$ cat config.mk
export PLATFORM = sky130hd
export DESIGN_NAME = dmem_arbiter
export DESIGN_NICKNAME = d
export VERILOG_FILES = /design/src/rtl/dmem_arb_pkg.sv /design/src/rtl/dmem_arb_sat_ctr.sv /design/src/rtl/dmem_arbiter.sv
export SDC_FILE = /design/constraint.sdc
export NUM_CORES = 1
export LEC_CHECK = 0
export CAP_MARGIN = 20
export CORE_AREA = 2 2 122 124
export DETAILED_ROUTE_END_ITERATION = 10
export DIE_AREA = 0 0 124 126
export GPL_ROUTABILITY_DRIVEN = 0
export HOLD_SLACK_MARGIN = 0.08
export PLACE_DENSITY = 0.58
export RECOVER_POWER = 25
export SLEW_MARGIN = 20
export SYNTH_ARGS = -nofsm -noshare
export SYNTH_HDL_FRONTEND = slang
export SYNTH_SLANG_ARGS = --single-unit
$ cat constraint.sdc
create_clock -name clk -period 3.3 [get_ports clk]
set_clock_uncertainty 0.1 [all_clocks]
set_input_delay 0.66 -clock clk [delete_from_list [all_inputs] [get_ports clk]]
set_output_delay 0.66 -clock clk [all_outputs]
set_load 0.01 [all_outputs]
$ cat src/rtl/dmem_arb_pkg.sv
// rtl/dmem_arb_pkg.sv - shared types and widths for the data memory arbiter
package dmem_arb_pkg;

    localparam int DATA_W = 32;
    localparam int BE_W   = 4;
    localparam int CNT_W  = 8;

    typedef enum logic {
        ARB,
        LOCK
    } arb_state_t;

    typedef enum logic [1:0] {
        OWN_NONE,
        OWN_CPU,
        OWN_AUX
    } owner_t;

endpackage

$ cat src/rtl/dmem_arb_sat_ctr.sv
// rtl/dmem_arb_sat_ctr.sv - saturating up-counter with clear and at-max flag
module dmem_arb_sat_ctr
    import dmem_arb_pkg::*;
#(
    parameter int MAX = 4
) (
    input  logic clk,
    input  logic reset,
    input  logic inc,
    input  logic clr,
    output logic at_max
);

    logic [CNT_W-1:0] cnt;

    assign at_max = (cnt == CNT_W'(MAX));

    always_ff @(posedge clk or posedge reset) begin
        if (reset) begin
            cnt <= '0;
        end else if (clr) begin
            cnt <= '0;
        end else if (inc && !at_max) begin
            cnt <= cnt + 1'b1;
        end
    end

endmodule

$ cat src/rtl/dmem_arbiter.sv
// rtl/dmem_arbiter.sv - CPU-priority data memory arbiter with bounded AUX wait and locked bursts
// Optional grant/conflict counters are built when DMEM_ARB_STATS_EN is defined.
module dmem_arbiter
    import dmem_arb_pkg::*;
#(
    parameter int MAX_WAIT = 4,
    parameter int LOCK_MAX = 8
) (
    input  logic              clk,
    input  logic              reset,
    input  logic              cpu_req,
    input  logic              cpu_we,
    input  logic [BE_W-1:0]   cpu_be,
    input  logic [DATA_W-1:0] cpu_addr,
    input  logic [DATA_W-1:0] cpu_wdata,
    output logic [DATA_W-1:0] cpu_rdata,
    output logic              cpu_ack,
    output logic              cpu_stall,
    input  logic              aux_req,
    input  logic              aux_lock,
    input  logic              aux_we,
    input  logic [BE_W-1:0]   aux_be,
    input  logic [DATA_W-1:0] aux_addr,
    input  logic [DATA_W-1:0] aux_wdata,
    output logic [DATA_W-1:0] aux_rdata,
    output logic              aux_ack,
    output logic              mem_we,
    output logic [BE_W-1:0]   mem_be,
    output logic [DATA_W-1:0] mem_addr,
    output logic [DATA_W-1:0] mem_wdata,
    input  logic [DATA_W-1:0] mem_rdata
`ifdef DMEM_ARB_STATS_EN
    ,
    output logic [31:0]       stat_cpu_grants,
    output logic [31:0]       stat_aux_grants,
    output logic [31:0]       stat_conflicts
`endif
);

    arb_state_t state_q, state_d;
    owner_t     owner;
    logic       wait_max;
    logic       lock_last_beat;
    logic       lock_exit;

    always_ff @(posedge clk or posedge reset) begin
        if (reset) begin
            state_q <= ARB;
        end else begin
            state_q <= state_d;
        end
    end

    // Grant is forced to none while reset is high so no access or write can leak out.
    always_comb begin
        owner   = OWN_NONE;
        state_d = state_q;
        if (!reset) begin
            case (state_q)
                ARB: begin
                    if (aux_req && (!cpu_req || wait_max)) begin
                        owner = OWN_AUX;
                    end else if (cpu_req) begin
                        owner = OWN_CPU;
                    end
                    if (owner == OWN_AUX && aux_lock && !lock_last_beat) begin
                        state_d = LOCK;
                    end
                end
                LOCK: begin
                    if (aux_req) begin
                        owner = OWN_AUX;
                    end
                    if (!aux_req || !aux_lock || lock_last_beat) begin
                        state_d = ARB;
                    end
                end
                default: state_d = ARB;
            endcase
        end
    end

    assign cpu_ack   = (owner == OWN_CPU);
    assign aux_ack   = (owner == OWN_AUX);
    assign cpu_stall = cpu_req & ~cpu_ack;
    assign cpu_rdata = cpu_ack ? mem_rdata : '0;
    assign aux_rdata = aux_ack ? mem_rdata : '0;
    assign lock_exit = (state_q == LOCK) && (state_d == ARB);

    dmem_arb_sat_ctr #(.MAX(MAX_WAIT)) u_wait_ctr (
        .clk    (clk),
        .reset  (reset),
        .inc    (aux_req & ~aux_ack),
        .clr    (aux_ack | lock_exit),
        .at_max (wait_max)
    );

    // Holds beats already completed, so at_max flags the beat that brings the total to LOCK_MAX.
    dmem_arb_sat_ctr #(.MAX(LOCK_MAX - 1)) u_lock_ctr (
        .clk    (clk),
        .reset  (reset),
        .inc    (aux_ack & aux_lock),
        .clr    (state_d == ARB),
        .at_max (lock_last_beat)
    );

    always_comb begin
        mem_we    = 1'b0;
        mem_be    = '0;
        mem_addr  = '0;
        mem_wdata = '0;
        case (owner)
            OWN_CPU: begin
                mem_we    = cpu_we;
                mem_be    = cpu_be;
                mem_addr  = cpu_addr;
                mem_wdata = cpu_wdata;
            end
            OWN_AUX: begin
                mem_we    = aux_we;
                mem_be    = aux_be;
                mem_addr  = aux_addr;
                mem_wdata = aux_wdata;
            end
            default: ;
        endcase
    end

`ifdef DMEM_ARB_STATS_EN
    always_ff @(posedge clk or posedge reset) begin
        if (reset) begin
            stat_cpu_grants <= '0;
            stat_aux_grants <= '0;
            stat_conflicts  <= '0;
        end else begin
            if (cpu_ack) stat_cpu_grants <= stat_cpu_grants + 32'd1;
            if (aux_ack) stat_aux_grants <= stat_aux_grants + 32'd1;
            if (cpu_req && aux_req) stat_conflicts <= stat_conflicts + 32'd1;
        end
    end
`endif

endmodule
* After elaboration in Yosys (flattened, before gate mapping)
Index checks and enable logic that the tools add are counted. W data, S select, Z words.
Storage, ports and cells: bits in registers 17, input port bits 175, logic and storage cells 55, output and inout port bits 136
Operators by class: bitwise operators 8, eq/ne operators 6, $add $sub $neg 2, reduce and logical (&&, ||, !) cells 15, multiplexer cells 21
Operators by type and width (number):
- $pmux W32 S2 | 2
- $mux W32 | 2
- $mux W8 | 4
- $add A8 B1 Y8 const B | 2
- $eq A8 B3 Y1 const B | 2
- $mux W2 | 5
- $pmux W4 S2 | 1
- $logic_and A1 B1 Y1 | 6
- $logic_not A1 Y1 | 5
- $eq A2 B2 Y1 const B | 2
- $mux W1 | 4
- $not A1 Y1 | 4
- $pmux W1 S2 | 2
- $pmux W2 S2 | 1
- $and A1 B1 Y1 | 3
- $logic_or A1 B1 Y1 | 3
- $eq A2 B1 Y1 const B | 1
- $ne A2 B1 Y1 const B | 1
- $reduce_bool A2 Y1 | 1
- $or A1 B1 Y1 | 1

* Longest topological paths before layout
depth in word-level cells 16, depth in mapped cells 12, mapped depth without buffers 11

* By module
A second synthesis with hierarchy kept.
Unflattened totals: cell total of the unflattened synthesis 357, area, all modules 2852.7 µm²
Modules (own cells, without submodules):
- dmem_arbiter | area an instance 1903.1 µm², cells an instance 260, sequential area each 25.0 µm², instances 1
- dmem_arb_sat_ctr (u_lock_ctr) | area an instance 476.7 µm², cells an instance 48, sequential area each 200.2 µm², instances 1
- dmem_arb_sat_ctr (u_wait_ctr) | area an instance 473.0 µm², cells an instance 49, sequential area each 200.2 µm², instances 1

* Least setup slack after synthesis
OpenSTA, ideal clock, no wires.
kind register to output, start point reg u_wait_ctr.cnt[4], end point out mem_addr[11], data required time 2540 ps, cell stages (with the launch flop) 11, path buffers 3, setup slack -85 ps, arrival time 2625 ps, path through dfrtp_1 -> or4_4 -> nor3_4 -> o21ai_0 -> inv_1 -> ha_1 -> clkbuf_1 -> clkbuf_1 -> buf_1 -> a22oi_1 -> nor2_1
Between the ends: cells in the longest elaborated chain, start to end 10, elaborated cells between the ends (all ways) 11, those cells by class 3 x eq/ne; 6 x mux; 2 x reduce/logical
RTL lines:
- from (decl) | RTL line dmem_arb_sat_ctr.sv:14 | logic [CNT_W-1:0] cnt;
- from (signal assigned) | RTL line dmem_arb_sat_ctr.sv:24 | cnt <= cnt + 1'b1;
- $eq A8 B3 Y1 | RTL line dmem_arb_sat_ctr.sv:16 | assign at_max = (cnt == CNT_W'(MAX));
- $logic_or A1 B1 Y1 | RTL line dmem_arbiter.sv:61 | if (aux_req && (!cpu_req || wait_max)) begin
- $logic_and A1 B1 Y1 | RTL line dmem_arbiter.sv:61
- $mux W2 | RTL line dmem_arbiter.sv:61
- $mux W2 | RTL line dmem_arbiter.sv:59 | case (state_q)
- $mux W2 | RTL line dmem_arbiter.sv:58 | if (!reset) begin
- $pmux W2 S2 | RTL line dmem_arbiter.sv:59
- $mux W2 | RTL line dmem_arbiter.sv:58
- $eq A2 B2 Y1
- via aux_ack | RTL line dmem_arbiter.sv:26 | output logic aux_ack,
- $pmux W32 S2 | RTL line dmem_arbiter.sv:112 | case (owner)
- to (decl) | RTL line dmem_arbiter.sv:29 | output logic [DATA_W-1:0] mem_addr,
The timed path passes the listed nets, and every way through them passes these cells. The select of a mux whose other input is x is not followed.

* Worst setup path after layout
start point reg u_wait_ctr.cnt[5], end point out mem_addr[6]
Between the ends: cells in the longest elaborated chain, start to end 10, elaborated cells between the ends (all ways) 11, those cells by class 3 x eq/ne; 6 x mux; 2 x reduce/logical
RTL lines (RTL line):
- $eq A8 B3 Y1 (*) | dmem_arb_sat_ctr.sv:16
- $logic_or A1 B1 Y1 (*) | dmem_arbiter.sv:61
- $logic_and A1 B1 Y1 (*) | dmem_arbiter.sv:61
- $mux W2 (*) | dmem_arbiter.sv:61
- $mux W2 (*) | dmem_arbiter.sv:59
- $mux W2 (*) | dmem_arbiter.sv:58
- $pmux W2 S2 (*) | dmem_arbiter.sv:59
- $mux W2 (*) | dmem_arbiter.sv:58
- $eq A2 B2 Y1 or $eq A2 B1 Y1 (tied branches) | dmem_arbiter.sv:112
- $pmux W32 S2 (*) | dmem_arbiter.sv:112
Every way passes the cells marked *; elsewhere a longest branch is shown, timed or not. The select of a mux whose other input is x is not followed.

==> impl_metrics.csv <==
group,metric,value,unit
outcome,outcome,"finished, violations left",
outcome,violations,"setup timing",
pwr,p_total,1600,uW
worst_setup_path,crit_arrival,2.59,ns
logic_synthesis,ys_ff_latch,17,
global_route,grt_pass1_wl,20.8,mm
finish,antenna_cells,0,
global_route,grt_pass1_vias,3956,
worst_setup_path,crit_required,2.54,ns
route,drt-total-wl,15.5,mm
clock_network,clock_path_buffers,2,
place,pre_cts_ws,-0.357,ns
worst_setup_path,crit_type,"flip-flop to output port",
global_route,grt_use_total,0.171,
hold_path,hp-class,"flip-flop to flip-flop",
worst_setup_path,start_kind,"flip-flop",
logic_synthesis,synth_top_family_by_area,"simple AND/OR/NAND/NOR gates",
logic_synthesis,yosys_warnings,0,
clock_network,ctsRootBufferMaster,"clkbuf_16",
timing,maxSlewViolCount,0,
timing,max-slew-margin-rel,0.365,
route,dr.pass1.iters,4,
finish,layout_common_cells,"clkdlybuf4s50_1, nor2_1, buf_2, and2_1, a22oi_2",
finish,drive_above_1_share,0.350,
clock_network,h-tree-depth,1,
finish,area_delta_synth_final,170,%
clock_network,cts.sinks,17,
logic_synthesis,muxShareOfSynthArea,0.00879,
worst_setup_path,end_kind,"output port",
route,wl_per_cell,17.8,um
route,drt_iter0_markers,161,
place,dp_hpwl,10.8,mm
floorplan,core_area,14300,um2
finish,post-route-util,0.429,
floorplan,rows,44,
route,vias,3984,
logic_synthesis,syn_area_per_cell,6.76,um2
logic_synthesis,netlist_instances,337,
global_route,grt_max_degree,38,
clock_network,numCtsBuffers,3,
floorplan,ioPinCount,311,
floorplan,die_h,126,um
job,drv_cap,0,
floorplan,initial_core_util,0.159,
logic_synthesis,ys_seq_area_frac,0.187,
floorplan,dieArea,15600,um2
floorplan,fp.dieW,124,um
logic_synthesis,syn_nets,517,
clock_network,insertion_delay,0.25,ns
global_route,grt.overflow.total,0,
logic_synthesis,synth_compound_area_frac,0.270,
timing,setup_viol,23,
global_route,antenna_found_initial,0,
place,port_buffers,310,
finish,final_nets,869,
logic_synthesis,synth_fa_ha_area_frac,0.0275,
timing,fin_crit,3.35,ns
timing,hold-worst-slack,0.460,ns
logic_synthesis,synth-simple-area-share,0.404,
route,drc,0,
route,avgViaCountPerCell,4.57,
pwr,p_per_area,261,nW/um2
worst_setup_path,crit_fanout,7,
pwr,p_leak,0.00274,uW
clock_network,path_clk_slew,0.05,ns
timing,final_hold_viol_count,0,
timing,fmax,299,MHz
timing,finalCritPeriodShare,1.01,
timing,rsz0062_at_grt,"yes",
timing,fin_ws,-0.0483,ns
logic_synthesis,ys_types,32,
clock_network,cts_tree,"done",
pwr,vdd_ir_drop_max,193,uV
finish,fin_area,6150,um2
route,antenna_left,0,
place,post_dp_cell_area,5780,um2
logic_synthesis,post_synth_xor_area_fraction,0.0384,
finish,final_common_cell,"clkdlybuf4s50_1",
timing,worstMarginPinSlew,0.952,ns
logic_synthesis,syn_area,2280,um2
## report_power, final
part           total, uW  internal (uW)  switching, uW
clock                245            164           80.6
combinational       1110            616            495
sequential           248            231           17.1
total               1600           1010            593
## critical path: stages (launching register included)
cell	delay [ns]
dfrtp_1	0.39
or4_4	0.54
nor3_4	0.28
a211oi_4	0.11
inv_2	0.08
ha_4	0.23
buf_6	0.16
buf_16	0.13
buf_6	0.09
a22oi_2	0.06
nor2_1	0.10
buf_2	0.14
## cells by family after synthesis
kind of cell / Yosys count
compound gates: 82
xor+xnor: 10
fa+ha+maj: 5
buf+inv: 39
flops: 17
mux: 2
simple gates: 182
## cell type report
type	count	area [um2]
flip-flops and latches	17	425
well taps	184	230
repair buffers	378	3370
clock buffers	4	78.8
multi-input cells	282	2010
fillers	1452	8170
inverters	7	26.3
## cell usage after synthesis
master | count | area, um2
xor2_1 | 5 | 43.8
nand2_1 | 8 | 30.0
nand4_1 | 2 | 12.5
mux2i_1 | 2 | 20.0
nor3b_1 | 1 | 7.51
a21oi_1 | 6 | 30.0
nor2_1 | 83 | 312
and4_1 | 1 | 8.76
o221ai_2 | 1 | 15.0
dfrtp_1 | 17 | 425
a2111o_1 | 1 | 11.3
nor3_1 | 4 | 20.0
and2_1 | 64 | 400
ha_1 | 5 | 62.6
o21ai_0 | 2 | 10.0
o21bai_2 | 1 | 11.3
nor4b_1 | 1 | 8.76
xnor2_1 | 5 | 43.8
or4_4 | 1 | 11.3
nand3_1 | 8 | 40.0
a211oi_1 | 1 | 7.51
nor3_2 | 1 | 10.0
o31ai_2 | 1 | 12.5
clkbuf_1 | 26 | 97.6
nor2b_1 | 2 | 12.5
inv_1 | 7 | 26.3
buf_1 | 6 | 22.5
or3_1 | 1 | 6.26
nand2b_1 | 2 | 12.5
nor3_4 | 1 | 16.3
and3_1 | 2 | 12.5
a22oi_1 | 69 | 518
## flip-flops by register name, summed over array words and instances, names as in the netlist
register / cells
u_lock_ctr.cnt: 8
u_wait_ctr.cnt: 8
state_q: 1
## what timing repair did
item	CTS	global route
setup endpoints to repair	136	144
hold buffers	0	0
buffers inserted	27	8
gates resized for setup	374	148
pin swaps	6	15
gates cloned	6	9
## per-layer routing
| layer | vias to the layer above | part of all wire | global-route usage |
|---|---|---|---|
| met5 | - | 0 | 0 |
| li1 | 1883 | - | - |
| met2 | 231 | 0.53 | 0.328 |
| met3 | 31 | 0.091 | 0.0403 |
| met4 | 0 | 0.029 | 0.0542 |
| met1 | 1839 | 0.35 | 0.179 |
## worst paths after layout
check                      cells past startpoint                 to               from  slack [ns]
setup / recovery                              11        mem_addr[6]  u_wait_ctr.cnt[5]       -0.05
hold / removal                                 2  u_lock_ctr.cnt[7]  u_lock_ctr.cnt[7]        0.46
setup reg to reg                              18  u_lock_ctr.cnt[1]            state_q        0.30
hold reg to reg                                2  u_lock_ctr.cnt[7]  u_lock_ctr.cnt[7]        0.46
max in group asynchronous                      4  u_lock_ctr.cnt[0]              reset        1.48
min in group asynchronous                      4  u_wait_ctr.cnt[7]              reset        1.04
## through the flow
step	cells	TNS, ns
after floorplan	337	-2.92
after global placement	826	-30.11
after detailed placement	826	-34.32
after CTS	862	-0.824
after global routing	872	-7.45
final	872	-0.483
(Power assumes the default switching activity.)
